<file path="src/rtl/key_display.sv">
// key_display: decodes keypad row/column pairs into a two-digit hex history and drives a multiplexed seven-segment display
//   clk, reset             : clock and synchronous active-high reset
//   new_key/row_pwr/cols_key: scanner pulse plus one-hot row and column
//   seg, an                : active-low segments {g..a} and digit enables (an[0] = right/recent)
//   digit_recent/digit_old : latest and previous accepted key codes
//   key_err                : one-cycle pulse when a key event is rejected
module key_display #(
  parameter logic [23:0] MUX_DIV = 24'd48000,
  parameter logic [23:0] BLANK = 24'd16,
  parameter int unsigned CNT_W = 24
) (
  input  logic       clk,
  input  logic       reset,
  input  logic       new_key,
  input  logic [3:0] row_pwr,
  input  logic [3:0] cols_key,
  output logic [6:0] seg,
  output logic [1:0] an,
  output logic [3:0] digit_recent,
  output logic [3:0] digit_old,
  output logic       key_err
);
  // nibble at {row,col} holds the key code; row 0 / col 0 in the low nibble
  localparam logic [63:0] KEYMAP = 64'hDF0E_C987_B654_A321;
  // 7-bit active-low pattern per hex digit, digit 0 in the low bits
  localparam logic [111:0] HEX7 = {
    7'b0001110, 7'b0000110, 7'b0100001, 7'b1000110,
    7'b0000011, 7'b0001000, 7'b0010000, 7'b0000000,
    7'b1111000, 7'b0000010, 7'b0010010, 7'b0011001,
    7'b0110000, 7'b0100100, 7'b1111001, 7'b1000000
  };
  logic [CNT_W-1:0] r_cnt;
  logic             r_phase;
  logic [1:0]       w_row;
  logic [1:0]       w_col;
  logic             w_valid;
  logic             w_wrap;
  logic [3:0]       w_code;
  logic [3:0]       w_shown;
  // one-hot to index encoding; only meaningful when w_valid
  assign w_row   = {row_pwr[3] | row_pwr[2], row_pwr[3] | row_pwr[1]};
  assign w_col   = {cols_key[3] | cols_key[2], cols_key[3] | cols_key[1]};
  assign w_valid = $onehot(row_pwr) && $onehot(cols_key);
  assign w_code  = KEYMAP[{w_row, w_col, 2'b00} +: 4];
  assign w_wrap  = r_cnt == CNT_W'(MUX_DIV - 24'd1);
  assign w_shown = r_phase ? digit_old : digit_recent;
  always_ff @(posedge clk) begin
    if (reset) begin
      r_cnt        <= '0;
      r_phase      <= 1'b0;
      digit_recent <= 4'h0;
      digit_old    <= 4'h0;
      key_err      <= 1'b0;
      an           <= 2'b11;
      seg          <= 7'b1000000;
    end else begin
      r_cnt   <= w_wrap ? '0 : r_cnt + 1'b1;
      r_phase <= r_phase ^ w_wrap;
      key_err <= new_key & ~w_valid;
      if (new_key && w_valid) begin
        digit_old    <= digit_recent;
        digit_recent <= w_code;
      end
      // both enables off for the first BLANK clocks of a phase to hide ghosting
      an  <= (r_cnt < CNT_W'(BLANK)) ? 2'b11 : (r_phase ? 2'b01 : 2'b10);
      seg <= HEX7[7*w_shown +: 7];
    end
  end
endmodule
</file>
<file path="config.mk">
export PLATFORM = sky130hd
export DESIGN_NAME = key_display
export DESIGN_NICKNAME = d
export VERILOG_FILES = /design/src/rtl/key_display.sv
export SDC_FILE = /design/constraint.sdc
export NUM_CORES = 1
export LEC_CHECK = 0
export CORE_ASPECT_RATIO = 0.75
export CORE_UTILIZATION = 32
export DETAILED_ROUTE_END_ITERATION = 12
export GPL_TIMING_DRIVEN = 1
export PLACE_DENSITY = 0.58
export SKIP_LAST_GASP = 1
export SLEW_MARGIN = 25
export SYNTH_ARGS = -nofsm -noshare
export SYNTH_HDL_FRONTEND = slang
export SYNTH_SLANG_ARGS = --single-unit
</file>
<file path="constraint.sdc">
create_clock -name clk -period 4.5 [get_ports clk]
set_input_delay 0.9 -clock clk [delete_from_list [all_inputs] [get_ports clk]]
set_output_delay 0.9 -clock clk [all_outputs]
set_load 0.01 [all_outputs]
</file>
# Word-level counts from Yosys, hierarchy flattened

Index checks and enable logic that the tools add are counted.

Register bits: 43
Word-level logic and storage cells: 34
Output and inout port bits: 18
Input bits: 11

Multipliers: 1
Bitwise logic cells: 7
Add/sub/neg operators: 7
Multiplexer cells: 2
Equality and inequality tests: 3
Shifts and indexed selects: 2
Reductions and logical operators: 4
Order comparisons: 1

Operators with widths:

| operator                   | count |
|---|---|
| $shiftx A112 B8 Y7 const A | 1 |
| $shiftx A64 B7 Y4 const A  | 1 |
| $add A24 B1 Y24 const B    | 1 |
| $eq A24 B16 Y1 const B     | 1 |
| $lt A24 B5 Y1 const B      | 1 |
| $add A1 B1 Y2              | 4 |
| $mul A3 B4 Y7 const A      | 1 |
| $add A2 B2 Y3              | 2 |
| $eq A3 B1 Y1 const B       | 2 |
| $mux W4                    | 1 |
| $or A1 B1 Y1               | 4 |
| $reduce_or A2 Y1           | 2 |
| $logic_and A1 B1 Y1        | 2 |
| $mux W2                    | 1 |
| $and A1 B1 Y1              | 1 |
| $not A1 Y1                 | 1 |
| $xor A1 B1 Y1              | 1 |

# Logic depth before layout (Yosys ltp)

Gate-level depths: netlist of the first run.

Depth after elaboration: 6
Gate-level depth with buffers: 11
Mapped depth without buffers: 9

# Worst setup path after synthesis of the first run

OpenSTA, ideal clock, no wires.

Path type: input to register
Start: input row_pwr[3]
End: register digit_old[0]
Library setup time: 0.132 ns
Arrival: 3.295 ns
Data required time: 4.368 ns
Path buffers: 2
Cell stages on the path: 11
Slack: 1.073 ns
Path through: clkbuf_1 -> inv_1 -> fa_1 -> inv_1 -> ha_1 -> ha_1 -> nand4bb_1 -> or4b_2 -> clkbuf_1 -> nand2_1 -> a21oi_1

Longest elaborated chain between the ends: 5

Ends and longest elaborated chain:

| item                                | line | RTL |
|---|---|---|
| start, declared                     | 15   | `input logic [3:0] row_pwr,` |
| $add A1 B1 Y2 (not written as such) | 43   | `assign w_valid = $onehot(row_pwr) && $onehot(cols_key);` |
| $add A2 B2 Y3 (not written as such) | 43   |  |
| $eq A3 B1 Y1                        | 43   |  |
| $logic_and A1 B1 Y1                 | 43   |  |
| $logic_and A1 B1 Y1                 | 60   | `if (new_key && w_valid) begin` |
| end signal, assigned                | 61   | `digit_old <= digit_recent;` |
| end, declared                       | 20   | `output logic [3:0] digit_old,` |

Every way passes these cells.
A chain may end at the register's enable or synchronous reset.

# Worst setup path after layout of the first run

Start: input row_pwr[3]
End: register digit_recent[2]

Longest elaborated chain between the ends: 5
Elaborated cells between the ends (all ways): 8
Those cells by class: add/sub (2); eq/ne (1); shift (1); bitwise (2); reduce/logical (2)

Ends and longest elaborated chain:

| item                                                                      | line | RTL |
|---|---|---|
| parallel branches: the longest is 5 deep, another holds $shiftx A64 B7 Y4 | --   |  |
| end signal, assigned                                                      | 62   | `digit_recent <= w_code;` |
| end, declared                                                             | 19   | `output logic [3:0] digit_recent,` |

Several ways; the timed one is not identified.

==> run metrics, run 1 <==
final total negative setup slack 0 ns; vias per inst ~5.0; input/output buffers 28; Endpoint, Worst Hold r_cnt[0]$_SDFF_PP0_; count of filler cells inserted in the layout about 730; proportion of synthesized chip area in sequential cells a little under two fifths; initial core utilization ~34%; antenna-violating nets left 0; total number of vias between 2,000 and 2,500; largest driver fanout on the critical path 10; number of antenna violations at the first check in global routing 0; full die area approximately 0.0077 sq mm; fin crit share roughly 83%; final-report setup violation count 0; list of most frequent post-synthesis cells 43 x sky130_fd_sc_hd__dfxtp_1, 29 x sky130_fd_sc_hd__nor2_1, 27 x sky130_fd_sc_hd__nand2_1, 20 x sky130_fd_sc_hd__a21oi_1, 19 x sky130_fd_sc_hd__inv_1; crit path time final between 3 and 4 ns; largest net degree at the start of global routing 22; startpoint kind of the worst setup timing path input pin; chip height around 76 microns; Total Routing Usage GR 13.5%; chip width between 100 and 150 microns; net count of the finished layout between 300 and 400; largest incremental delay on the critical path 0.67 ns; slack of the worst reg-to-reg path roughly 2.3 ns; buffer and inverter count on the worst path 4; Highest Clock Rate around 270 MHz; unrepaired setup endpoints after global routing false; TritonRoute pass-1 iters 4; worst setup path startpoint row_pwr[3]; number of gates given a new drive strength after cts 0; Mapped Cells between 200 and 300; Post-CTS Hold Fix Bufs 0; share of the synthesized area in the top cell type a little under two fifths; top cells by area, synth sky130_fd_sc_hd__dfxtp_1 37%, sky130_fd_sc_hd__ha_1 8.0%, sky130_fd_sc_hd__nor2_1 4.6%, sky130_fd_sc_hd__nand2_1 4.3%, sky130_fd_sc_hd__a21oi_1 4.3%; starting DRC count in detailed routing 95; cell taking the most area after synthesis sky130_fd_sc_hd__dfxtp_1; buffers inserted by post-CTS timing repair 0; leakage power total 0.964 nW; count of non-filler cells in the finished layout about 400; count of endpoints failing hold in the final timing report 0; drt wl/cell ~12 microns; core area slightly below 0.007 sq mm; clock latency on the worst-skew pair between 0.2 and 0.3 ns; Sinks on Clock Net between 40 and 50; Worst Setup End Kind register; area growth from synthesis to final layout 18.7%; number of buffers inserted during clock tree synthesis 5; first-pass GRT wire length roughly 8400 microns; residual DRC count 0; Max rail drop VDD approximately 0.11 mV; CTS HTree Levels 2; Worst Clk Skew 0.00440 ns; cell area after synthesis ~0.0023 sq mm; family with the most delay on the worst path buffers and inverters; Slew Limit Fails 0; detailed-placement wirelength estimate approximately 3700 microns; row count 26; HP Class reg -> reg; status complete, no violations; final antenna diode count 0; launch instance of the worst register-to-register path r_cnt[3]$_SDFF_PP0_; kind of critical path in -> reg; number of global-route vias before repair approximately 1,800; number of instances in the placed design about 400; library cell with the highest instance count after synthesis sky130_fd_sc_hd__dfxtp_1; number of synthesized register bits between 40 and 50; Top Ports 29; largest buffer count on any clock path 2; data required time of the worst path about 4.7 ns; net count of the mapped netlist 310; number of library cell types mapped by synthesis 47; WP data arrival just under 4 ns; depth of the worst register-to-register path 5; worst hold slack approximately 0.45 ns; clock-pin slew on the worst setup and hold paths about 0.080 ns; number of warnings reported in the yosys synthesis log 0; residual overflow from global routing 0; cell depth of the worst hold path 1; Routability Congestion around 0.74; TritonCTS clock tree yes; number of max-capacitance violations reported 0; CP cell instances clkdlybuf4s50_1, inv_1, fa_1, inv_1, ha_1, ha_1, nand4bb_1, nor4b_2, buf_4, nor2_1, a311oi_1; number of enable-type register cells in the synthesized netlist 0; total length of routed wires a little under 5000 microns; capture instance of the worst register-to-register path r_cnt[9]$_SDFF_PP0_; Mapped Avg Cell Area 8.31 sq um; commonest register cell after synthesis sky130_fd_sc_hd__dfxtp_1; Hold Crit Start r_cnt[0]$_SDFF_PP0_; layout cell share with drive strength beyond 1 under 10%; slowest cell on the critical path sky130_fd_sc_hd__clkdlybuf4s50_1; total power per unit cell area around 260 mW/mm^2; Max-slew headroom 38.0%; clock root buffer master sky130_fd_sc_hd__clkbuf_8; slew at the pin closest to its max-slew limit approximately 0.9 ns; async set-or-reset flop fraction in the synthesized netlist 0%
[area by class of cell]
class / count / area (sq um) / share of cell area [%]
Clock buffer: 7 / 76.3 / 2.74
Clock inverter: 1 / 5.00 / 0.180
Inverter: 19 / 71.3 / 2.56
Multi-Input combinational cell: 207 / 1350 / 48.6
Sequential cell: 43 / 861 / 30.9
Tap cell: 98 / 123 / 4.40
Timing Repair Buffer: 30 / 295 / 10.6
[routing by layer]
metal  vias up  GRT usage, %  wire length (microns)
met4         0          4.06                     46
met1       929          19.1                   2600
met5         -             0                      0
met3         4          3.12                    213
met2        44          20.4                   2060
li1       1044             -                      -
[sequential cells by signal, indices dropped and copies added (netlist names)]
name / count
key_err: 1
r_phase: 1
digit_recent: 4
digit_old: 4
seg: 7
r_cnt: 24
an: 2
[power by group]
part | switching, mW | internal, mW | leakage [nW]
clock network | 0.125 | 0.109 | 0.0422
registers | 0.00498 | 0.387 | 0.347
logic | 0.0460 | 0.0382 | 0.574
[kinds of logic after synthesis]
kind of cell | count (synthesis) | synth area share [%]
compound gates | 55 | 14.5
xor+xnor | 12 | 4.48
fa+ha+maj | 17 | 9.71
buf+inv | 32 | 5.60
flops | 43 | 36.7
mux | 5 | 2.24
simple gates | 118 | 26.7
[stage by stage]
step | utilization, % | total power, mW | instance area [sq um] | setup slack, ns
after floorplan | - | 0.452 | 2340 | 1.07
after global placement | 38.8 | 0.484 | 2700 | 0.595
after detailed placement | 38.8 | 0.484 | 2700 | 0.523
after CTS | 40.0 | 0.721 | 2780 | 0.808
after global routing | 40.0 | 0.749 | 2780 | 0.590
final | 40.0 | 0.710 | 2780 | 0.768
[cells in the final DEF, fill, tap and decap left out, drive strengths merged, types with 2 or more instances in the layout]
| cell type | netlist | routed |
|---|---|---|
| dfxtp | 43 | 43 |
| nor2 | 29 | 29 |
| clkdlybuf4s50 | 0 | 28 |
| nand2 | 27 | 27 |
| a21oi | 22 | 22 |
| inv | 19 | 19 |
| ha | 15 | 15 |
| nand3 | 15 | 15 |
| o21ai | 12 | 12 |
| xnor2 | 9 | 9 |
| or4 | 9 | 9 |
| or3 | 8 | 8 |
| nor4 | 7 | 7 |
| clkbuf | 9 | 7 |
| nor3 | 6 | 6 |
| o31ai | 5 | 5 |
| nand4 | 4 | 4 |
| mux2i | 3 | 3 |
| a31oi | 3 | 3 |
| xor2 | 3 | 3 |
| and3 | 3 | 3 |
| mux2 | 2 | 2 |
| a32oi | 2 | 2 |
| and2 | 2 | 2 |
| a211oi | 2 | 2 |
| a311oi | 2 | 2 |
| a22oi | 2 | 2 |
| fa | 2 | 2 |
| buf | 4 | 2 |
[worst max-delay path by stage]
stage               depth (start not counted)  slack [ns]                      endpoint
finish                                     11        0.77  digit_recent[2]$_SDFFE_PP0P_
global placement                           10        0.60  digit_recent[3]$_SDFFE_PP0P_
detailed placement                         11        0.52  digit_recent[2]$_SDFFE_PP0P_
global route                               11        0.59  digit_recent[2]$_SDFFE_PP0P_
floorplan                                  11        1.07     digit_old[0]$_SDFFE_PP0P_
CTS                                        11        0.81  digit_recent[2]$_SDFFE_PP0P_
(Power assumes the default switching activity.)
==> inputs of run 2 (changes only) <==
- clock period: 4.5 -> 3.9 ns (I/O delays scaled with it)
==> run metrics, run 2 (synthesis results as in run 1) <==
worst hold slack approximately 0.46 ns; input/output buffers 28; count of endpoints failing hold in the final timing report 0; final antenna diode count 0; final-report setup violation count 0; unrepaired setup endpoints after global routing false; Hold Crit Start r_cnt[0]$_SDFF_PP0_; placed standard-cell area approximately 0.0027 sq mm; Routability Congestion approximately 0.81; number of global-route vias before repair ~1,800; row count 26; initial core utilization about a third; data required time of the worst path slightly above 4 ns; Worst Setup End Kind register; Sinks on Clock Net 43; largest driver fanout on the critical path 6; slack of the worst reg-to-reg path around 1.6 ns; residual DRC count 0; area growth from synthesis to final layout 19.9%; Slew Limit Fails 0; first-pass GRT wire length between 8000 and 9000 microns; starting DRC count in detailed routing just over 90; WP data arrival around 3.6 ns; biggest registers after layout r_cnt: 24 flops, seg: 7 flops; antenna-violating nets left 0; TritonRoute pass-1 iters 4; number of instances in the placed design 400; largest net degree at the start of global routing 22; status complete, no violations; leakage power total 0.978 nW; Worst Clk Skew roughly 0.012 ns; leading cell type in the layout, fill and taps excluded sky130_fd_sc_hd__dfxtp_1; total power per unit cell area about 290 mW/mm^2; residual overflow from global routing 0; CTS HTree Levels 2; net count of the finished layout between 300 and 400; number of gates given a new drive strength after cts 0; max reg flops 24; clock root buffer master sky130_fd_sc_hd__clkbuf_8; Highest Clock Rate 295 MHz; final std cell area, no fill 0.00281 sq mm; full die area 0.00768 sq mm; clock latency on the worst-skew pair roughly 0.29 ns; Top Ports 29; startpoint kind of the worst setup timing path input pin; fraction of power consumed by the clock network around a third; total number of vias around 2,000; fin crit share about 87%; buffers inserted by post-CTS timing repair 0; Sequential Power Share 55.0%; number of antenna violations at the first check in global routing 0; slew at the pin closest to its max-slew limit 0.906 ns; Total Routing Usage GR around an eighth; largest buffer count on any clock path 2; Post-CTS Hold Fix Bufs 0; share of power burned in combinational logic 12.0%; kind of critical path in -> reg; core area around 0.007 sq mm; vias per inst 4.85; clock-pin slew on the worst setup and hold paths 0.08 ns; share of total power consumed by net switching 24.9%; Biggest register r_cnt; most frequent cells in the layout 43 x sky130_fd_sc_hd__dfxtp_1, 29 x sky130_fd_sc_hd__nor2_1, 28 x sky130_fd_sc_hd__clkdlybuf4s50_1, 27 x sky130_fd_sc_hd__nand2_1, 20 x sky130_fd_sc_hd__a21oi_1; crit path time final approximately 3.4 ns; chip width 101 microns; Endpoint, Worst Hold r_cnt[0]$_SDFF_PP0_; final total negative setup slack 0 ns; launch instance of the worst register-to-register path r_cnt[3]$_SDFF_PP0_; chip height roughly 76 microns; switching power total 205 uW; cell depth of the worst hold path 1; internal cell power slightly above 600 uW; drt wl/cell roughly 12 microns; total length of routed wires roughly 4800 microns; count of non-filler cells in the finished layout a little over 400; depth of the worst register-to-register path 5; capture instance of the worst register-to-register path r_cnt[22]$_SDFF_PP0_; TritonCTS clock tree yes; layout cell share with drive strength beyond 1 7.42%; HP Class reg -> reg; Max-slew headroom between 30 and 40%; number of max-capacitance violations reported 0; detailed-placement wirelength estimate between 3000 and 4000 microns; number of buffers inserted during clock tree synthesis 5; Max rail drop VDD ~0.13 mV
## run 2: area by class of cell
cell class                      instances  area [sq um]
Clock buffer                            6          72.6
Tap cell                               98           123
Sequential cell                        43           861
Timing Repair Buffer                   33           318
Clock inverter                          2          12.5
Multi-Input combinational cell        207          1350
Inverter                               19          71.3
Fill cell                             729          4150
## run 2: worst max-delay path, cell delays in order
cell and delay [ns]:
sky130_fd_sc_hd__clkdlybuf4s50_1 0.54, sky130_fd_sc_hd__inv_1 0.11, sky130_fd_sc_hd__fa_1 0.51, sky130_fd_sc_hd__inv_1 0.04, sky130_fd_sc_hd__ha_1 0.17, sky130_fd_sc_hd__ha_1 0.27
sky130_fd_sc_hd__nand4bb_1 0.23, sky130_fd_sc_hd__or4b_2 0.75, sky130_fd_sc_hd__nand2_1 0.10, sky130_fd_sc_hd__a21oi_1 0.07
## run 2: per-layer routing
layer	global-route usage [%]	part of all wire (%)	vias to the layer above
met3	3.76	2.8	2
met2	19.0	42	25
met4	3.04	0.56	0
met5	0	0	-
li1	-	-	1056
met1	19.7	55	895
## run 2: how the worst max path moves through the flow
stage,startpoint,endpoint,slack [ns],cells after the start
floorplan,row_pwr[3],digit_old[0]$_SDFFE_PP0P_,0.59,11
global placement,row_pwr[1],digit_recent[3]$_SDFFE_PP0P_,0.23,10
detailed placement,row_pwr[1],digit_recent[3]$_SDFFE_PP0P_,0.21,10
CTS,row_pwr[1],digit_recent[3]$_SDFFE_PP0P_,0.53,10
global route,row_pwr[1],digit_recent[3]$_SDFFE_PP0P_,0.37,10
finish,row_pwr[1],digit_old[1]$_SDFFE_PP0P_,0.51,10
## run 2: power groups by stage
| stage | registers (mW) | logic [mW] | clock network (mW) |
|---|---|---|---|
| floorplan | 0.464 | 0.0574 | 0 |
| detailed placement | 0.463 | 0.0975 | 0 |
| CTS | 0.452 | 0.0981 | 0.284 |
| global route | 0.454 | 0.111 | 0.307 |
| global placement | 0.463 | 0.0977 | 0 |
| finish | 0.452 | 0.0983 | 0.272 |
## run 2: metrics by stage
stage,setup slack [ns],utilization (%),power [mW]
6_report,0.512,40.4,0.822
5_1_grt,0.365,40.4,0.872
4_1_cts,0.527,40.4,0.834
3_5_place_dp,0.207,39.1,0.560
3_3_place_gp,0.233,39.1,0.560
2_1_floorplan,0.593,-,0.522
==> inputs of run 3 (changes only) <==
- CORE_UTILIZATION: 32 -> 35
- CTS_CLUSTER_DIAMETER: unset -> 60
- PLACE_DENSITY: 0.58 -> 0.62
- SLEW_MARGIN: 25 -> 20
==> run metrics, run 3 (synthesis results as in run 1) <==
largest driver fanout on the critical path 6; startpoint kind of the worst setup timing path input pin; clock latency on the worst-skew pair around 0.29 ns; number of buffers inserted during clock tree synthesis 5; full die area approximately 0.007 sq mm; met3 wire length around 200 microns; buffers inserted by post-CTS timing repair 0; final-report setup violation count 0; Post-CTS Hold Fix Bufs 0; slack of the worst reg-to-reg path ~1.5 ns; final antenna diode count 0; Worst Clk Skew roughly 0.0047 ns; Highest Clock Rate between 200 and 300 MHz; biggest registers after layout r_cnt: 24 flops, seg: 7 flops; clock-pin slew on the worst setup and hold paths ~0.080 ns; Hold Crit Start r_cnt[0]$_SDFF_PP0_; total number of vias approximately 2,000; Sinks on Clock Net between 40 and 50; slew at the pin closest to its max-slew limit ~0.9 ns; largest buffer count on any clock path 2; crit path time final around 3.4 ns; capture instance of the worst register-to-register path r_cnt[16]$_SDFF_PP0_; TritonRoute pass-1 iters 4; Routability Congestion 0.843; fin crit share between 80% and 90%; antenna-violating nets left 0; launch instance of the worst register-to-register path r_cnt[5]$_SDFF_PP0_; input/output buffers 28; most frequent cells in the layout 43 x sky130_fd_sc_hd__dfxtp_1, 29 x sky130_fd_sc_hd__nor2_1, 28 x sky130_fd_sc_hd__clkdlybuf4s50_1, 27 x sky130_fd_sc_hd__nand2_1, 20 x sky130_fd_sc_hd__a21oi_1; drt wl/cell about 13 microns; number of gates given a new drive strength after cts 0; Max-slew headroom 38.9%; initial core utilization between 30% and 40%; Total Routing Usage GR between 10% and 20%; vias per inst approximately 5.2; leading cell type in the layout, fill and taps excluded sky130_fd_sc_hd__dfxtp_1; number of antenna violations at the first check in global routing 0; leakage power total 0.983 nW; detailed-placement wirelength estimate 3630 microns; area growth from synthesis to final layout 19.1%; chip width 96.5 microns; residual overflow from global routing 0; setup ws final about 0.5 ns; clock root buffer master sky130_fd_sc_hd__clkbuf_8; slowest cell on the critical path sky130_fd_sc_hd__or4b_2; count of endpoints failing hold in the final timing report 0; Biggest register r_cnt; residual DRC count 0; data required time of the worst path between 4 and 5 ns; CP cell instances clkdlybuf4s50_1, inv_1, fa_1, inv_1, ha_1, ha_1, nand4bb_1, or4b_2, nand2_1, a21oi_1; core area ~0.0064 sq mm; chip height approximately 73 microns; Worst Setup End Kind register; unrepaired setup endpoints after global routing false; CTS HTree Levels 2; largest net degree at the start of global routing 22; count of filler cells inserted in the layout roughly 650; starting DRC count in detailed routing between 70 and 80; final total negative setup slack 0 ns; depth of the worst register-to-register path 5; layout cell share with drive strength beyond 1 between 7 and 8%; status complete, no violations; kind of critical path in -> reg; TritonCTS clock tree yes; Max rail drop VDD approximately 0.13 mV; max reg flops 24; sum of routed wire segments on met1 2680 microns; number of global-route vias before repair approximately 1,900; dpl ws approximately 0.16 ns; row count 25; Top Ports 29; total length of routed wires just under 5000 microns; highest metal layer used by the detailed router met4; net count of the finished layout 337; wire length on met2 roughly 2000 microns; number of max-capacitance violations reported 0; first-pass GRT wire length around 9000 microns; Slew Limit Fails 0; largest incremental delay on the critical path 0.76 ns; WP data arrival ~3.6 ns; cell depth of the worst hold path 1; total power per unit cell area slightly below 300 mW/mm^2; HP Class reg -> reg; Endpoint, Worst Hold r_cnt[0]$_SDFF_PP0_
-- run 3: how the worst max path moves through the flow --
stage | startpoint | to | slack (ns) | depth (start not counted)
CTS | row_pwr[1] | digit_old[2]$_SDFFE_PP0P_ | 0.48 | 10
global placement | row_pwr[1] | digit_old[2]$_SDFFE_PP0P_ | 0.25 | 10
global route | row_pwr[1] | digit_old[2]$_SDFFE_PP0P_ | 0.36 | 10
detailed placement | row_pwr[1] | digit_old[2]$_SDFFE_PP0P_ | 0.16 | 10
finish | row_pwr[1] | digit_old[2]$_SDFFE_PP0P_ | 0.49 | 10
floorplan | row_pwr[3] | digit_old[0]$_SDFFE_PP0P_ | 0.59 | 11
-- run 3: power by group --
part | internal, mW | leakage (nW) | switching, mW | total [mW]
Clock | 0.139 | 0.0470 | 0.142 | 0.280
Combinational | 0.0461 | 0.589 | 0.0532 | 0.0993
Sequential | 0.447 | 0.347 | 0.00536 | 0.452
-- run 3: through the flow --
step / instance area [sq um] / instances / hold slack, ns / total power, mW / util (%)
detailed placement: 2700 / 383 / 0.444 / 0.562 / 42.4
finish: 2790 / 390 / 0.448 / 0.832 / 43.7
global route: 2790 / 390 / 0.481 / 0.879 / 43.7
global placement: 2700 / 383 / 0.428 / 0.561 / 42.4
floorplan: 2340 / 282 / 0.418 / 0.522 / -
CTS: 2790 / 390 / 0.455 / 0.845 / 43.7
-- run 3: layout make-up --
type | instances | area [sq um] | share of cell area, %
inverters | 19 | 71.3 | 2.55
well taps | 81 | 101 | 3.63
clock buffers | 6 | 82.6 | 2.96
repair buffers | 33 | 318 | 11.4
clock inverters | 1 | 5.00 | 0.179
flip-flops and latches | 43 | 861 | 30.8
multi-input cells | 207 | 1350 | 48.5
-- run 3: per-layer routing --
layer  track usage [%]  up-vias
li1                  -     1055
met1              23.3      937
met2              23.9       44
met3              3.23        5
met4              5.39        0
met5                 0        -
-- run 3: critical path, delay by kind of cell --
kind	cells	cell delay (ns)
compound gates	1	0.06
fa+ha+maj	3	0.95
buf+inv	3	0.68
simple gates	3	1.11
